### src/rtl/nbit_arith_pkg.sv
// Shared definitions for the digit-serial arithmetic blocks (add, subtract, compare).
//   serial_state_t : IDLE / RUN / DONE control states
//   digits()       : number of DIGIT-wide steps needed to cover an N-bit operand
package nbit_arith_pkg;

  typedef enum logic [1:0] {
    IDLE,
    RUN,
    DONE
  } serial_state_t;

  function automatic int unsigned digits(input int unsigned n, input int unsigned digit);
    return n / digit;
  endfunction

endpackage

### src/rtl/serial_digit_adder.sv
// Combinational DIGIT-bit adder slice with carry in/out.
//   a, b : DIGIT-bit operand digits
//   cin  : carry in from the previous digit
//   s    : DIGIT-bit sum digit
//   cout : carry out to the next digit
module serial_digit_adder #(
  parameter int unsigned DIGIT = 1
) (
  input  logic [DIGIT-1:0] a,
  input  logic [DIGIT-1:0] b,
  input  logic             cin,
  output logic [DIGIT-1:0] s,
  output logic             cout
);

  logic [DIGIT:0] total;

  always_comb begin
    total = {1'b0, a} + {1'b0, b} + {{DIGIT{1'b0}}, cin};
    s     = total[DIGIT-1:0];
    cout  = total[DIGIT];
  end

endmodule

### src/rtl/nbit_serial_adder.sv
// Digit-serial N-bit adder: sum = A + B, DIGIT bits per clock, LSB digit first.
//   clk, rst            : clock (rising edge), asynchronous active-high reset
//   in_valid, in_ready  : operand handshake; A/B sampled on the accept edge
//   A, B                : N-bit unsigned operands
//   out_valid, out_ready: result handshake; sum/carry_out held until released
//   sum, carry_out      : (A + B) mod 2^N and bit N; zero outside DONE
//   busy                : high in RUN or DONE
module nbit_serial_adder
  import nbit_arith_pkg::*;
#(
  parameter int unsigned N     = 8,
  parameter int unsigned DIGIT = 1
) (
  input  logic         clk,
  input  logic         rst,
  input  logic         in_valid,
  output logic         in_ready,
  input  logic [N-1:0] A,
  input  logic [N-1:0] B,
  output logic         out_valid,
  input  logic         out_ready,
  output logic [N-1:0] sum,
  output logic         carry_out,
  output logic         busy
);

  localparam int unsigned NDigits = digits(N, DIGIT);
  localparam int unsigned CntW    = $clog2(NDigits) + 1;

  if (DIGIT == 0 || (N % DIGIT) != 0) begin : g_bad_digit
    $error("nbit_serial_adder: N must be a non-zero multiple of DIGIT");
  end

  serial_state_t   state_q, state_d;
  logic [N-1:0]    a_sh_q, a_sh_d;
  logic [N-1:0]    b_sh_q, b_sh_d;
  logic [N-1:0]    sum_q, sum_d;
  logic            carry_q, carry_d;
  logic [CntW-1:0] cnt_q, cnt_d;

  logic [DIGIT-1:0] digit;
  logic             digit_cout;
  logic             last_digit;

  serial_digit_adder #(
    .DIGIT(DIGIT)
  ) u_digit (
    .a   (a_sh_q[DIGIT-1:0]),
    .b   (b_sh_q[DIGIT-1:0]),
    .cin (carry_q),
    .s   (digit),
    .cout(digit_cout)
  );

  assign last_digit = (cnt_q == CntW'(NDigits - 1));

  always_comb begin
    state_d = state_q;
    a_sh_d  = a_sh_q;
    b_sh_d  = b_sh_q;
    sum_d   = sum_q;
    carry_d = carry_q;
    cnt_d   = cnt_q;
    unique case (state_q)
      IDLE: begin
        if (in_valid) begin
          a_sh_d  = A;
          b_sh_d  = B;
          carry_d = 1'b0;
          cnt_d   = '0;
          state_d = RUN;
        end
      end
      RUN: begin
        a_sh_d  = a_sh_q >> DIGIT;
        b_sh_d  = b_sh_q >> DIGIT;
        // New digit enters at the MSB end; after NDigits steps the LSB digit sits at bit 0.
        sum_d   = sum_q >> DIGIT;
        sum_d[N-1 -: DIGIT] = digit;
        carry_d = digit_cout;
        cnt_d   = cnt_q + 1'b1;
        if (last_digit) state_d = DONE;
      end
      DONE: begin
        if (out_ready) state_d = IDLE;
      end
      default: state_d = IDLE;
    endcase
  end

  always_ff @(posedge clk or posedge rst) begin
    if (rst) begin
      state_q <= IDLE;
      a_sh_q  <= '0;
      b_sh_q  <= '0;
      sum_q   <= '0;
      carry_q <= 1'b0;
      cnt_q   <= '0;
    end else begin
      state_q <= state_d;
      a_sh_q  <= a_sh_d;
      b_sh_q  <= b_sh_d;
      sum_q   <= sum_d;
      carry_q <= carry_d;
      cnt_q   <= cnt_d;
    end
  end

  always_comb begin
    in_ready  = (state_q == IDLE);
    out_valid = (state_q == DONE);
    busy      = (state_q != IDLE);
    sum       = (state_q == DONE) ? sum_q : '0;
    carry_out = (state_q == DONE) ? carry_q : 1'b0;
  end

endmodule

### config.mk
export PLATFORM = sky130hd
export DESIGN_NAME = nbit_serial_adder
export DESIGN_NICKNAME = d
export VERILOG_FILES = /design/src/rtl/nbit_arith_pkg.sv /design/src/rtl/serial_digit_adder.sv /design/src/rtl/nbit_serial_adder.sv
export SDC_FILE = /design/constraint.sdc
export NUM_CORES = 1
export LEC_CHECK = 0
export BUFFER_PORTS_ARGS = -buffer_cell sky130_fd_sc_hd__clkbuf_2
export CORE_MARGIN = 2
export CORE_UTILIZATION = 35
export DETAILED_ROUTE_END_ITERATION = 7
export GPL_TIMING_DRIVEN = 0
export PLACE_DENSITY = 0.61
export SETUP_SLACK_MARGIN = 0.3
export SLEW_MARGIN = 15
export SYNTH_ARGS = -nofsm -noshare
export SYNTH_HDL_FRONTEND = slang
export SYNTH_HIERARCHICAL = 1
export SYNTH_SLANG_ARGS = --single-unit
### constraint.sdc
create_clock -name clk -period 2 [get_ports clk]
set_input_delay 0.3 -clock clk [delete_from_list [all_inputs] [get_ports clk]]
set_output_delay 0.3 -clock clk [all_outputs]
set_load 0.05 [all_outputs]
# ---- Word-level counts from Yosys, hierarchy flattened
# Cells that the tools add are included.
dict set report totals {
  ff_bits 31
  latchBits 0
  ram_bits 0
  romBits 0
  inputBits 20
  mem_count 0
}
dict set report classes {
  add_sub_neg 3
  multipliers 0
  n_div 0
  magnitude_cmp 0
  eq_ne 6
  shift 0
  muxes 14
  bitwise 0
  reduce_logical 5
}
# op count
set op_table {}
lappend op_table {{8-bit case mux with 2 select lines} 2}
lappend op_table {{8-bit two-way mux} 3}
lappend op_table {{4-bit case mux with 2 select lines} 1}
lappend op_table {{2-bit two-way mux} 3}
lappend op_table {{2-bit case mux with 3 select lines} 1}
lappend op_table {{4-bit by 1-bit adder with 4-bit output (second input constant)} 1}
lappend op_table {{4-bit by 3-bit == test with 1-bit output (second input constant)} 1}
lappend op_table {{4-bit two-way mux} 1}
lappend op_table {{2-bit != test (second input constant)} 2}
lappend op_table {{2-bit nonzero test} 2}
lappend op_table {{3-bit AND reduction} 1}
lappend op_table {{1-bit by 1-bit adder with 2-bit output} 1}
lappend op_table {{2-bit by 1-bit adder with 2-bit output} 1}
lappend op_table {{2-bit by 1-bit == test with 1-bit output (second input constant)} 1}
lappend op_table {{2-bit == test (second input constant)} 1}
lappend op_table {{2-bit zero test} 1}
lappend op_table {{1-bit two-way mux} 2}
lappend op_table {{2-bit by 1-bit != test with 1-bit output (second input constant)} 1}
lappend op_table {{1-bit case mux with 2 select lines} 1}
lappend op_table {{2-bit AND reduction} 1}

# ---- Logic depth before layout (Yosys ltp)
# Gate-level depths: netlist of the first run.
dict set report depth {
  ltp_word 3
  depth_mapped 5
  mapped_depth_nobuf 4
}

# ---- By module
# The synthesis of the first run kept the hierarchy.
# module instances cells_per_inst area_per_inst_um2 seq_area_each_um2
set by_module_without_submodules {}
lappend by_module_without_submodules {nbit_serial_adder 1 162 1512.7 775.7}
lappend by_module_without_submodules {serial_digit_adder 1 1 20.0 0.0}

# ---- Least setup slack after synthesis of the first run
# Ideal clock, no wire load.
dict set report synth_path {
  kind {register -> output}
  start {reg state_q[0]}
  end {out busy}
  t_arrival_ns 1.783
  path_slack_ns -0.083
  stages_incl_launch_ff 5
  cell_sequence {dfrtp_1 -> buf_6 -> buf_6 -> nor2_1 -> inv_1}
}
dict set report synth_via {
  elab_chain_len 1
}
# item line
set synth_rtl {}
lappend synth_rtl {{start, declared} nbit_serial_adder.sv:34} ;# serial_state_t state_q, state_d;
lappend synth_rtl {{start signal, assigned} nbit_serial_adder.sv:100} ;# state_q <= state_d;
lappend synth_rtl {{2-bit nonzero test} nbit_serial_adder.sv:112} ;# busy = (state_q != IDLE);
lappend synth_rtl {{end, declared} nbit_serial_adder.sv:24} ;# output logic busy
# No other way between the ends.

# ---- Worst setup path after layout of the first run
dict set report layout_path {
  start {reg state_q[0]}
  end {out sum[6]}
}
dict set report layout_via {
  elab_chain_len 2
}
# item line
set layout_rtl {}
lappend layout_rtl {{2-bit == test} nbit_serial_adder.sv:113} ;# sum = (state_q == DONE) ? sum_q : '0;
lappend layout_rtl {{8-bit two-way mux} nbit_serial_adder.sv:113}
lappend layout_rtl {{end, declared} nbit_serial_adder.sv:22} ;# output logic [N-1:0] sum,
# No other way between the ends.

==> summary.md, run 1 <==
| Metric | Value |
|---|---|
| Final WL | `3320 um` |
| Crit path DAT | `1360 ps` |
| Slowest stage delay, CP | `370 ps` |
| CTS Buf Count | `5` |
| Seq/Total Area, Yosys | `0.506` |
| Initial antenna violation count | `0` |
| Multi-input logic area | `696 um^2` |
| Synthesized area | `0.00153 mm^2` |
| Final Hold Violating Endpoints | `0` |
| Sequential fraction of design power | `0.405` |
| Sequential Area | `776 um^2` |
| Setup violation total in the final timing report | `0` |
| Primary FF master, synth | `dfrtp_1` |
| Internal Power | `1660 uW` |
| CTS root buffer | `clkbuf_8` |
| Worst Skew | `5.60 ps` |
| Outcome | `finished clean` |
| DIE HEIGHT | `70.2 um` |
| Critical Path RT | `1700 ps` |
| Number of diodes | `0` |
| Pin count of the biggest net entering global routing | `32` |
| Die span in x | `70.2 um` |
| Starting Density | `0.357` |
| Power per standard cell area | `1270 mW/mm^2` |
| Synth Instances | `163` |
| Hpwl dp | `2220 um` |
| CP startpoint kind | `register` |
| Family with the most delay on the worst path | `buffers and inverters` |
| Layout cell share with drive strength beyond 1 | `0.335` |
| Post-synthesis mux area share | `0.00735` |
| Fmax | `603 MHz` |
| Mapped Nets | `185` |
| Gate power share | `0.345` |
| Via/cell ratio | `4.88` |
| CTS HTree Levels | `2` |
| Worst skew pair latency | `280 ps` |
| Leading cell type in the layout, fill and taps excluded | `nand2_1` |
| Most common cell on crit path | `buf_6` |
| Slew HR | `0.556` |
| Period utilization | `0.829` |
| Max-capacitance violation count | `0` |
| Utilization after layout | `0.474` |
| CP Max Fanout | `7` |
| Detail Route Antenna Nets | `0` |
| Synth Area in Adders | `0.0212` |
| Post-synth EDFFs | `0` |
| Number of buffers and inverters on the critical path | `3` |
| PortBufs | `31` |
| Clock power share | `0.251` |
| Die ar. | `0.00492 mm^2` |
| First-pass GRT wire length | `5910 um` |
| Commonest non-fill, non-tap cells in the layout | `nand2_1 (42), dfrtp_1 (31), clkbuf_2 (22), a21oi_1 (15), and3b_1 (14)` |
| Unique masters post-synth | `26` |
| CTS sink cnt | `31` |
| Synthesized area per cell | `9.40 um^2` |
| Number of global-route vias before repair | `1220` |
| # DRC | `0` |
| Filler cells | `434` |
| CTS tree | `done` |
| Largest family of logic cells by synthesized area | `simple AND/OR/NAND/NOR gates` |
| Critical path class | `reg2out` |
| Reg2Reg Depth | `6` |
| Worst path cell trace | `buf_6, nor2b_4, buf_6, and2_2, buf_8` |
| Synth-to-Final Area Change | `32.7%` |
| Seq cells post-synth | `31` |
| CORE AREA | `0.00429 mm^2` |
| Drt first pass iters | `4` |
| Warnings, synthesis | `6` |
| Gr ovfl total | `0` |
| Peak supply drop | `0.684 mV` |
| Total net switching power | `914 uW` |
| Routability Congestion | `0.698` |
| Synth async-reset ratio | `1.00` |
| Class of the worst hold path | `in2async` |
| I/O pin count | `32` |
| Final min period | `1660 ps` |
| XOR/XNOR share of the synthesized area | `0` |
| RSZ-0062 raised after global routing | `true` |
| Simple-gate share of the synthesized area | `0.247` |
| TNS Setup | `0 ps` |
| CP max-delay cell | `dfrtp_1` |
| WP depth | `5` |
| Setup ws final | `342 ps` |
| Vias | `1258` |
| Reg clk slew, reported paths | `70 ps` |
| Total Routing Usage GR | `0.154` |
| Worst-margin pin slew | `666 ps` |
| DR WL/cell | `12.9 um` |
| Compound-Gate Fraction of Synth Area | `0.157` |
| Slew Viols, Final | `0` |
| Crit. End Element | `output pin` |
| Num rows | `24` |
| Place WS | `441 ps` |
| Fin nets | `227` |
| Switching portion of total power | `0.355` |
| CTS Buffer Depth | `2` |
| Static Leakage | `0.00106 uW` |
| 1st-iter DRT viols | `67` |
| Hold Buf Count CTS | `0` |
-- cell usage after synthesis (all sizes together), types with 2 or more instances --
cell type,n,share of area
and3b,14,0.080
o21ai,16,0.052
buf,11,0.050
nor2,3,0.0073
dfrtp,31,0.51
and2,10,0.041
a22o,4,0.023
inv,4,0.0098
nor2b,2,0.0082
nand2,42,0.10
a21oi,15,0.049
-- flip-flops by register name, summed over array words and instances (netlist names) --
| signal | flops |
|---|---|
| a_sh_q | 8 |
| sum_q | 8 |
| state_q | 2 |
| carry_q | 1 |
| b_sh_q | 8 |
| cnt_q | 4 |
-- metrics by stage --
step / instances / hold WS, ps / total power (uW) / instance area, um^2
finish: 258 / 90.7 / 2580 / 2030
global route: 258 / 150 / 2780 / 2030
CTS: 255 / 107 / 2570 / 1980
detailed placement: 246 / 427 / 1900 / 1770
global placement: 246 / 457 / 1870 / 1770
floorplan: 163 / 404 / 1680 / 1550
-- what timing repair did --
action | 4_1_cts | 5_1_grt
setup buffers | 0 | 3
cloned | 1 | 0
endpoints found under the setup margin | 10 | 10
endpoints found under the hold margin | 0 | 0
gates resized for setup | 22 | 18
-- area by class of cell --
type / instances / share of cell area
repair buffers: 35 / 0.137
inverters: 4 / 0.00738
flip-flops and latches: 31 / 0.381
clock inverters: 2 / 0.0172
plain buffers: 12 / 0.0424
clock buffers: 6 / 0.0406
multi-input cells: 116 / 0.342
well taps: 52 / 0.0320
-- path summary, 6_finish.rpt --
kind / start / slack (ps) / endpoint
min in group clk: B[7] / 270 / b_sh_q[7]
worst min-delay path: rst / 90 / sum_q[4]
worst max register to register: state_q[0] / 700 / a_sh_q[4]
worst max-delay path: state_q[0] / 340 / sum[6]
max in group asynchronous: rst / 1470 / a_sh_q[2]
worst min register to register: sum_q[0] / 480 / sum_q[0]
-- per-layer routing --
layer  up-vias  GRT usage  share of wire
met4         0     0.0534         0.0090
met5         -          0              0
met2        38      0.239           0.45
li1        629          -              -
met3         5     0.0462          0.058
met1       586      0.205           0.48
-- power groups by stage --
stage	clock (uW)	sequential (uW)	combinational [uW]
finish	646	1040	888
global route	691	1080	1020
CTS	663	1040	870
detailed placement	0	1050	858
global placement	0	1040	826
floorplan	0	1000	673
-- kinds of logic (layout without fill, tap and decap cells) --
logic type               count (synthesis)  count (layout)
AND/OR/NAND/NOR                         73              73
AO/OA/AOI/OAI                           40              40
flip-flops                              31              31
multiplexers                             1               1
buffers and inverters                   16              59
adder cells (fa/ha/maj)                  2               2
(Power assumes the default switching activity.)
==> run 2: changes to the inputs <==
Clock period 2 ns to 1.7 ns, I/O delays scaled along.
==> summary.md, run 2 (synthesis results as in run 1) <==
| Metric | Value |
|---|---|
| Die ar. | `0.00492 mm^2 (unchanged)` |
| Worst skew pair latency | `290 ps (was 280 ps)` |
| TNS Setup | `0 ps (unchanged)` |
| Clock power share | `0.242 (was 0.251)` |
| Via/cell ratio | `4.88 (about the same)` |
| Vias | `1270 (was 1258)` |
| Leading cell type in the layout, fill and taps excluded | `nand2_1 (unchanged)` |
| Final Hold Violating Endpoints | `0 (unchanged)` |
| CTS HTree Levels | `2 (unchanged)` |
| Static Leakage | `0.00112 uW (was 0.00106 uW)` |
| Gate power share | `0.366 (was 0.345)` |
| DIE HEIGHT | `70.2 um (unchanged)` |
| Number of global-route vias before repair | `1192 (was 1220)` |
| Slew HR | `0.560 (was 0.556)` |
| Period utilization | `0.949` |
| Synth-to-Final Area Change | `43.2% (was 32.7%)` |
| CTS tree | `done (unchanged)` |
| Critical Path RT | `1440 ps (was 1700 ps)` |
| Final non-filler cell area | `0.00219 mm^2 (was 0.00203 mm^2)` |
| DP Cell Count | `246 (unchanged)` |
| Critical path class | `reg2out (unchanged)` |
| First-pass GRT wire length | `5860 um (was 5910 um)` |
| Die span in x | `70.2 um (unchanged)` |
| Fmax | `620 MHz` |
| Post-Layout Cell Count | `260 (was 258)` |
| Worst Skew | `8.04 ps (was 5.60 ps)` |
| Setup violation total in the final timing report | `0 (unchanged)` |
| CTS Buf Count | `5 (unchanged)` |
| Gr ovfl total | `0 (unchanged)` |
| 1st-iter DRT viols | `23 (was 67)` |
| Num rows | `24 (unchanged)` |
| Final WL | `3310 um (was 3320 um)` |
| Total net switching power | `1070 uW (was 914 uW)` |
| Power per standard cell area | `1420 mW/mm^2 (was 1270 mW/mm^2)` |
| Crit. End Element | `output pin (unchanged)` |
| Placed cell areas | `0.00178 mm^2 (was 0.00177 mm^2)` |
| Number of diodes | `0 (unchanged)` |
| Drt first pass iters | `4 (unchanged)` |
| CP startpoint kind | `register (unchanged)` |
| Switching portion of total power | `0.344 (was 0.355)` |
| RSZ-0062 raised after global routing | `true (unchanged)` |
| Worst-margin pin slew | `659 ps (was 666 ps)` |
| Reg clk slew, reported paths | `70 ps (about the same)` |
| # DRC | `0 (unchanged)` |
| Outcome | `finished clean (unchanged)` |
| Commonest non-fill, non-tap cells in the layout | `nand2_1 (42), dfrtp_1 (31), clkbuf_2 (19), a21oi_1 (15), and3b_1 (14) (was nand2_1 (42), dfrtp_1 (31), clkbuf_2 (22), a21oi_1 (15), and3b_1 (14))` |
| Detail Route Antenna Nets | `0 (unchanged)` |
| CP Max Fanout | `5 (was 7)` |
| Max-capacitance violation count | `0 (unchanged)` |
| Final min period | `1610 ps` |
| CTS root buffer | `clkbuf_8 (unchanged)` |
| Fin nets | `229 (was 227)` |
| Class of the worst hold path | `in2async (unchanged)` |
| PortBufs | `31 (unchanged)` |
| CORE AREA | `0.00429 mm^2 (unchanged)` |
| Hold Buf Count CTS | `0 (unchanged)` |
| Utilization after layout | `0.511 (was 0.474)` |
| DR WL/cell | `12.7 um (was 12.9 um)` |
| Routability Congestion | `0.705 (was 0.698)` |
| Initial antenna violation count | `0 (unchanged)` |
| CTS sink cnt | `31 (unchanged)` |
| Slew Viols, Final | `0 (unchanged)` |
| Internal Power | `2040 uW (was 1660 uW)` |
| CTS Buffer Depth | `2 (unchanged)` |
| Hpwl dp | `2120 um (was 2220 um)` |
| Total Routing Usage GR | `0.150 (was 0.154)` |
| Layout cell share with drive strength beyond 1 | `0.346 (was 0.335)` |
| Worst hold slack | `42.4 ps (was 90.7 ps)` |
| Peak supply drop | `0.661 mV (was 0.684 mV)` |
| I/O pin count | `32 (unchanged)` |
| Starting Density | `0.357 (unchanged)` |
| Biggest regs | `a_sh_q x8, b_sh_q x8, sum_q x8 (unchanged)` |
| Sequential fraction of design power | `0.393 (was 0.405)` |
| Crit path DAT | `1360 ps (about the same)` |
| Pin count of the biggest net entering global routing | `32 (unchanged)` |
-- run 2: changes by cell type in the layout (fill, tap and decap cells not counted) --
cell       delta
inv_1         -1
and2_2        -3
and2_4        +3
inv_2         +1
buf_8         -6
clkbuf_2      -3
buf_2         -4
clkbuf_16     +9
buf_6         +3
buf_4         +3
-- run 2: stage by stage --
stage	total power, uW	setup slack [ps]
after floorplan	1980	250
after CTS	3080	84.3
after global placement	2200	225
after detailed placement	2230	198
final	3110	86.1
after global routing	3350	27.4
-- run 2: cell type report --
class                           instances  area, um^2
Tap cell                               52        65.1
Clock buffer                            6        82.6
Clock inverter                          2        35.0
Inverter                                4        15.0
Buffer                                 12         108
Sequential cell                        31         776
Timing Repair Buffer                   37         414
Multi-Input combinational cell        116         699
Fill cell                             394        2100
-- run 2: path summary, 6_finish.rpt --
| path | from | end | slack, ps | depth (start not counted) |
|---|---|---|---|---|
| setup / recovery | state_q[0] | sum[7] | 90 | 5 |
| hold / removal | rst | state_q[1] | 40 | 2 |
| setup reg to reg | state_q[0] | carry_q | 330 | 6 |
| hold reg to reg | a_sh_q[4] | a_sh_q[4] | 480 | 2 |
| max in group asynchronous | rst | a_sh_q[6] | 1230 | 2 |
| min in group clk | B[7] | b_sh_q[7] | 230 | 2 |
-- run 2: layer usage --
layer,vias up,routed length [um],track usage
li1,631,-,-
met1,593,1550,0.211
met2,39,1540,0.221
met3,7,187,0.0519
met4,0,29,0.0385
met5,-,0,0
-- run 2: critical path, stage by stage (launching register included) --
cell	delay (ps)
dfrtp_1	370
buf_6	130
nor2b_4	150
buf_6	130
and2_4	140
clkbuf_16	150
-- run 2: timing repair --
action,CTS,global route
setup buffers,3,2
endpoints found under the setup margin,12,33
hold endpoints to repair,0,0
cloned,1,0
pin swaps,4,1
gates resized for setup,43,15
-- run 2: power by group through the flow --
stage / Clock, uW / Combinational [uW] / Sequential [uW]
floorplan: 0 / 794 / 1180
global placement: 0 / 974 / 1230
detailed placement: 0 / 1010 / 1220
CTS: 775 / 1090 / 1220
global route: 814 / 1280 / 1260
finish: 752 / 1140 / 1220
==> run 3: changes to the inputs <==
Settings changed: GPL_TIMING_DRIVEN 0 to 1, SETUP_SLACK_MARGIN 0.3 to not set, SKIP_LAST_GASP set to 1.
==> summary.md, run 3 (synthesis results as in run 1) <==
| Metric | Value |
|---|---|
| CTS HTree Levels | `2 (unchanged)` |
| CTS Buf Count | `5 (unchanged)` |
| Detail Route Antenna Nets | `0 (unchanged)` |
| Vias | `1144 (was 1270)` |
| Gr ovfl total | `0 (unchanged)` |
| Drt first pass iters | `4 (unchanged)` |
| Routability Congestion | `0.675 (was 0.705)` |
| RSZ-0062 raised after global routing | `false (was true)` |
| CTS sink cnt | `31 (unchanged)` |
| Utilization after layout | `0.433 (was 0.511)` |
| Die span in x | `70.2 um (unchanged)` |
| Max-capacitance violation count | `0 (unchanged)` |
| TNS Setup | `0 ps (unchanged)` |
| CP Max Fanout | `11 (was 5)` |
| Static Leakage | `0.00100 uW (was 0.00112 uW)` |
| Final Hold Violating Endpoints | `0 (unchanged)` |
| Synth-to-Final Area Change | `21.4% (was 43.2%)` |
| CTS root buffer | `clkbuf_8 (unchanged)` |
| Worst Skew | `5.06 ps (was 8.04 ps)` |
| Total net switching power | `1010 uW (was 1070 uW)` |
| Starting Density | `0.357 (unchanged)` |
| Slew HR | `0.637 (was 0.560)` |
| Final WL | `2910 um (was 3310 um)` |
| Worst-margin pin slew | `545 ps (was 659 ps)` |
| Worst path cell trace | `nor2b_1, buf_4, and2_1, clkbuf_2 (was buf_6, nor2b_4, buf_6, and2_4, clkbuf_16)` |
| Initial antenna violation count | `0 (unchanged)` |
| Num rows | `24 (unchanged)` |
| Internal Power | `1900 uW (was 2040 uW)` |
| Crit path DAT | `1360 ps (about the same)` |
| Number of global-route vias before repair | `1149 (was 1192)` |
| Hold Buf Count CTS | `0 (unchanged)` |
| Placed cell areas | `0.00174 mm^2 (was 0.00178 mm^2)` |
| Reg clk slew, reported paths | `70 ps (about the same)` |
| Total Routing Usage GR | `0.138 (was 0.150)` |
| # DRC | `0 (unchanged)` |
| Via/cell ratio | `4.56 (was 4.88)` |
| Worst skew pair latency | `280 ps (was 290 ps)` |
| Clock power share | `0.257 (was 0.242)` |
| Slowest stage delay, CP | `400 ps (was 370 ps)` |
| DR WL/cell | `11.6 um (was 12.7 um)` |
| Gate power share | `0.320 (was 0.366)` |
| Biggest regs | `a_sh_q x8, b_sh_q x8, sum_q x8 (unchanged)` |
| Fin nets | `220 (was 229)` |
| Class of the worst hold path | `in2async (unchanged)` |
| Final non-filler cell area | `0.00186 mm^2 (was 0.00219 mm^2)` |
| First-pass GRT wire length | `5400 um (was 5860 um)` |
| Period utilization | `0.950 (was 0.949)` |
| CP startpoint kind | `register (unchanged)` |
| Outcome | `finished clean (unchanged)` |
| Critical path class | `reg2out (unchanged)` |
| DIE HEIGHT | `70.2 um (unchanged)` |
| Commonest non-fill, non-tap cells in the layout | `nand2_1 (42), dfrtp_1 (31), clkbuf_2 (29), a21oi_1 (15), and3b_1 (14) (was nand2_1 (42), dfrtp_1 (31), clkbuf_2 (19), a21oi_1 (15), and3b_1 (14))` |
| Post-Layout Cell Count | `251 (was 260)` |
| Pin count of the biggest net entering global routing | `32 (unchanged)` |
| Die ar. | `0.00492 mm^2 (unchanged)` |
| Critical Path RT | `1440 ps (about the same)` |
| Power per standard cell area | `1560 mW/mm^2 (was 1420 mW/mm^2)` |
| Sequential fraction of design power | `0.422 (was 0.393)` |
| CP max-delay cell | `dfrtp_1 (unchanged)` |
| Switching portion of total power | `0.347 (was 0.344)` |
| CTS tree | `done (unchanged)` |
| Setup violation total in the final timing report | `0 (unchanged)` |
| CTS Buffer Depth | `2 (unchanged)` |
| Reg2Reg Depth | `4 (was 6)` |
| Crit. End Element | `output pin (unchanged)` |
| CORE AREA | `0.00429 mm^2 (unchanged)` |
| I/O pin count | `32 (unchanged)` |
| DP Cell Count | `243 (was 246)` |
| Fmax | `619 MHz (was 620 MHz)` |
| Final min period | `1620 ps (was 1610 ps)` |
| Layout cell share with drive strength beyond 1 | `0.261 (was 0.346)` |
| Hpwl dp | `2070 um (was 2120 um)` |
| 1st-iter DRT viols | `41 (was 23)` |
| Family with the most delay on the worst path | `flip-flops (was buffers and inverters)` |
| Number of diodes | `0 (unchanged)` |
| Number of buffers and inverters on the critical path | `2 (was 3)` |
| Peak supply drop | `0.600 mV (was 0.661 mV)` |
| WP depth | `4 (was 5)` |
| Slew Viols, Final | `0 (unchanged)` |
| Leading cell type in the layout, fill and taps excluded | `nand2_1 (unchanged)` |
| PortBufs | `31 (unchanged)` |
-- run 3: worst min-delay path: stages --
cell and delay, ps:
clkbuf_2 80, inv_1 40, buf_4 350
-- run 3: final cells by class --
class / instances / area, um^2
repair buffers: 40 / 223
multi-input cells: 116 / 664
clock buffers: 6 / 82.6
inverters: 4 / 15.0
clock inverters: 2 / 35.0
well taps: 52 / 65.1
flip-flops and latches: 31 / 776
fillers: 416 / 2430
-- run 3: power by group through the flow --
stage / registers, uW / clock network, uW / logic [uW]
after floorplan: 1180 / 0 / 784
after global placement: 1230 / 0 / 927
after detailed placement: 1240 / 0 / 955
after CTS: 1230 / 768 / 948
after global routing: 1270 / 802 / 1090
final: 1230 / 748 / 930
-- run 3: stage by stage --
step / setup WS [ps] / power [uW] / hold slack, ps
6_report: 84.3 / 2900 / 26.8
4_1_cts: 64.4 / 2940 / 32.7
3_3_place_gp: 364 / 2160 / 339
5_1_grt: 5.00 / 3160 / 66.5
3_5_place_dp: 309 / 2190 / 336
2_1_floorplan: 3.97 / 1960 / 359
-- run 3: final timing paths --
kind / from / end / slack (ps)
max: state_q[1] / sum[6] / 80
min reg2reg: sum_q[0] / sum_q[0] / 470
min in group clk: B[7] / b_sh_q[7] / 230
min: rst / carry_q / 30
max reg2reg: state_q[0] / a_sh_q[1] / 330
max in group asynchronous: rst / b_sh_q[3] / 1390
-- run 3: per-layer routing --
layer,global-route usage,share of wire,up-vias
met1,0.198,0.54,495
met2,0.200,0.40,35
met4,0.0256,0.0021,0
met5,0,0,-
li1,-,-,612
met3,0.0534,0.062,2
-- run 3: what timing repair did --
action                     in CTS  in global routing
buffers inserted                0                  0
resized for setup               0                  2
setup endpoints to repair       0                  2
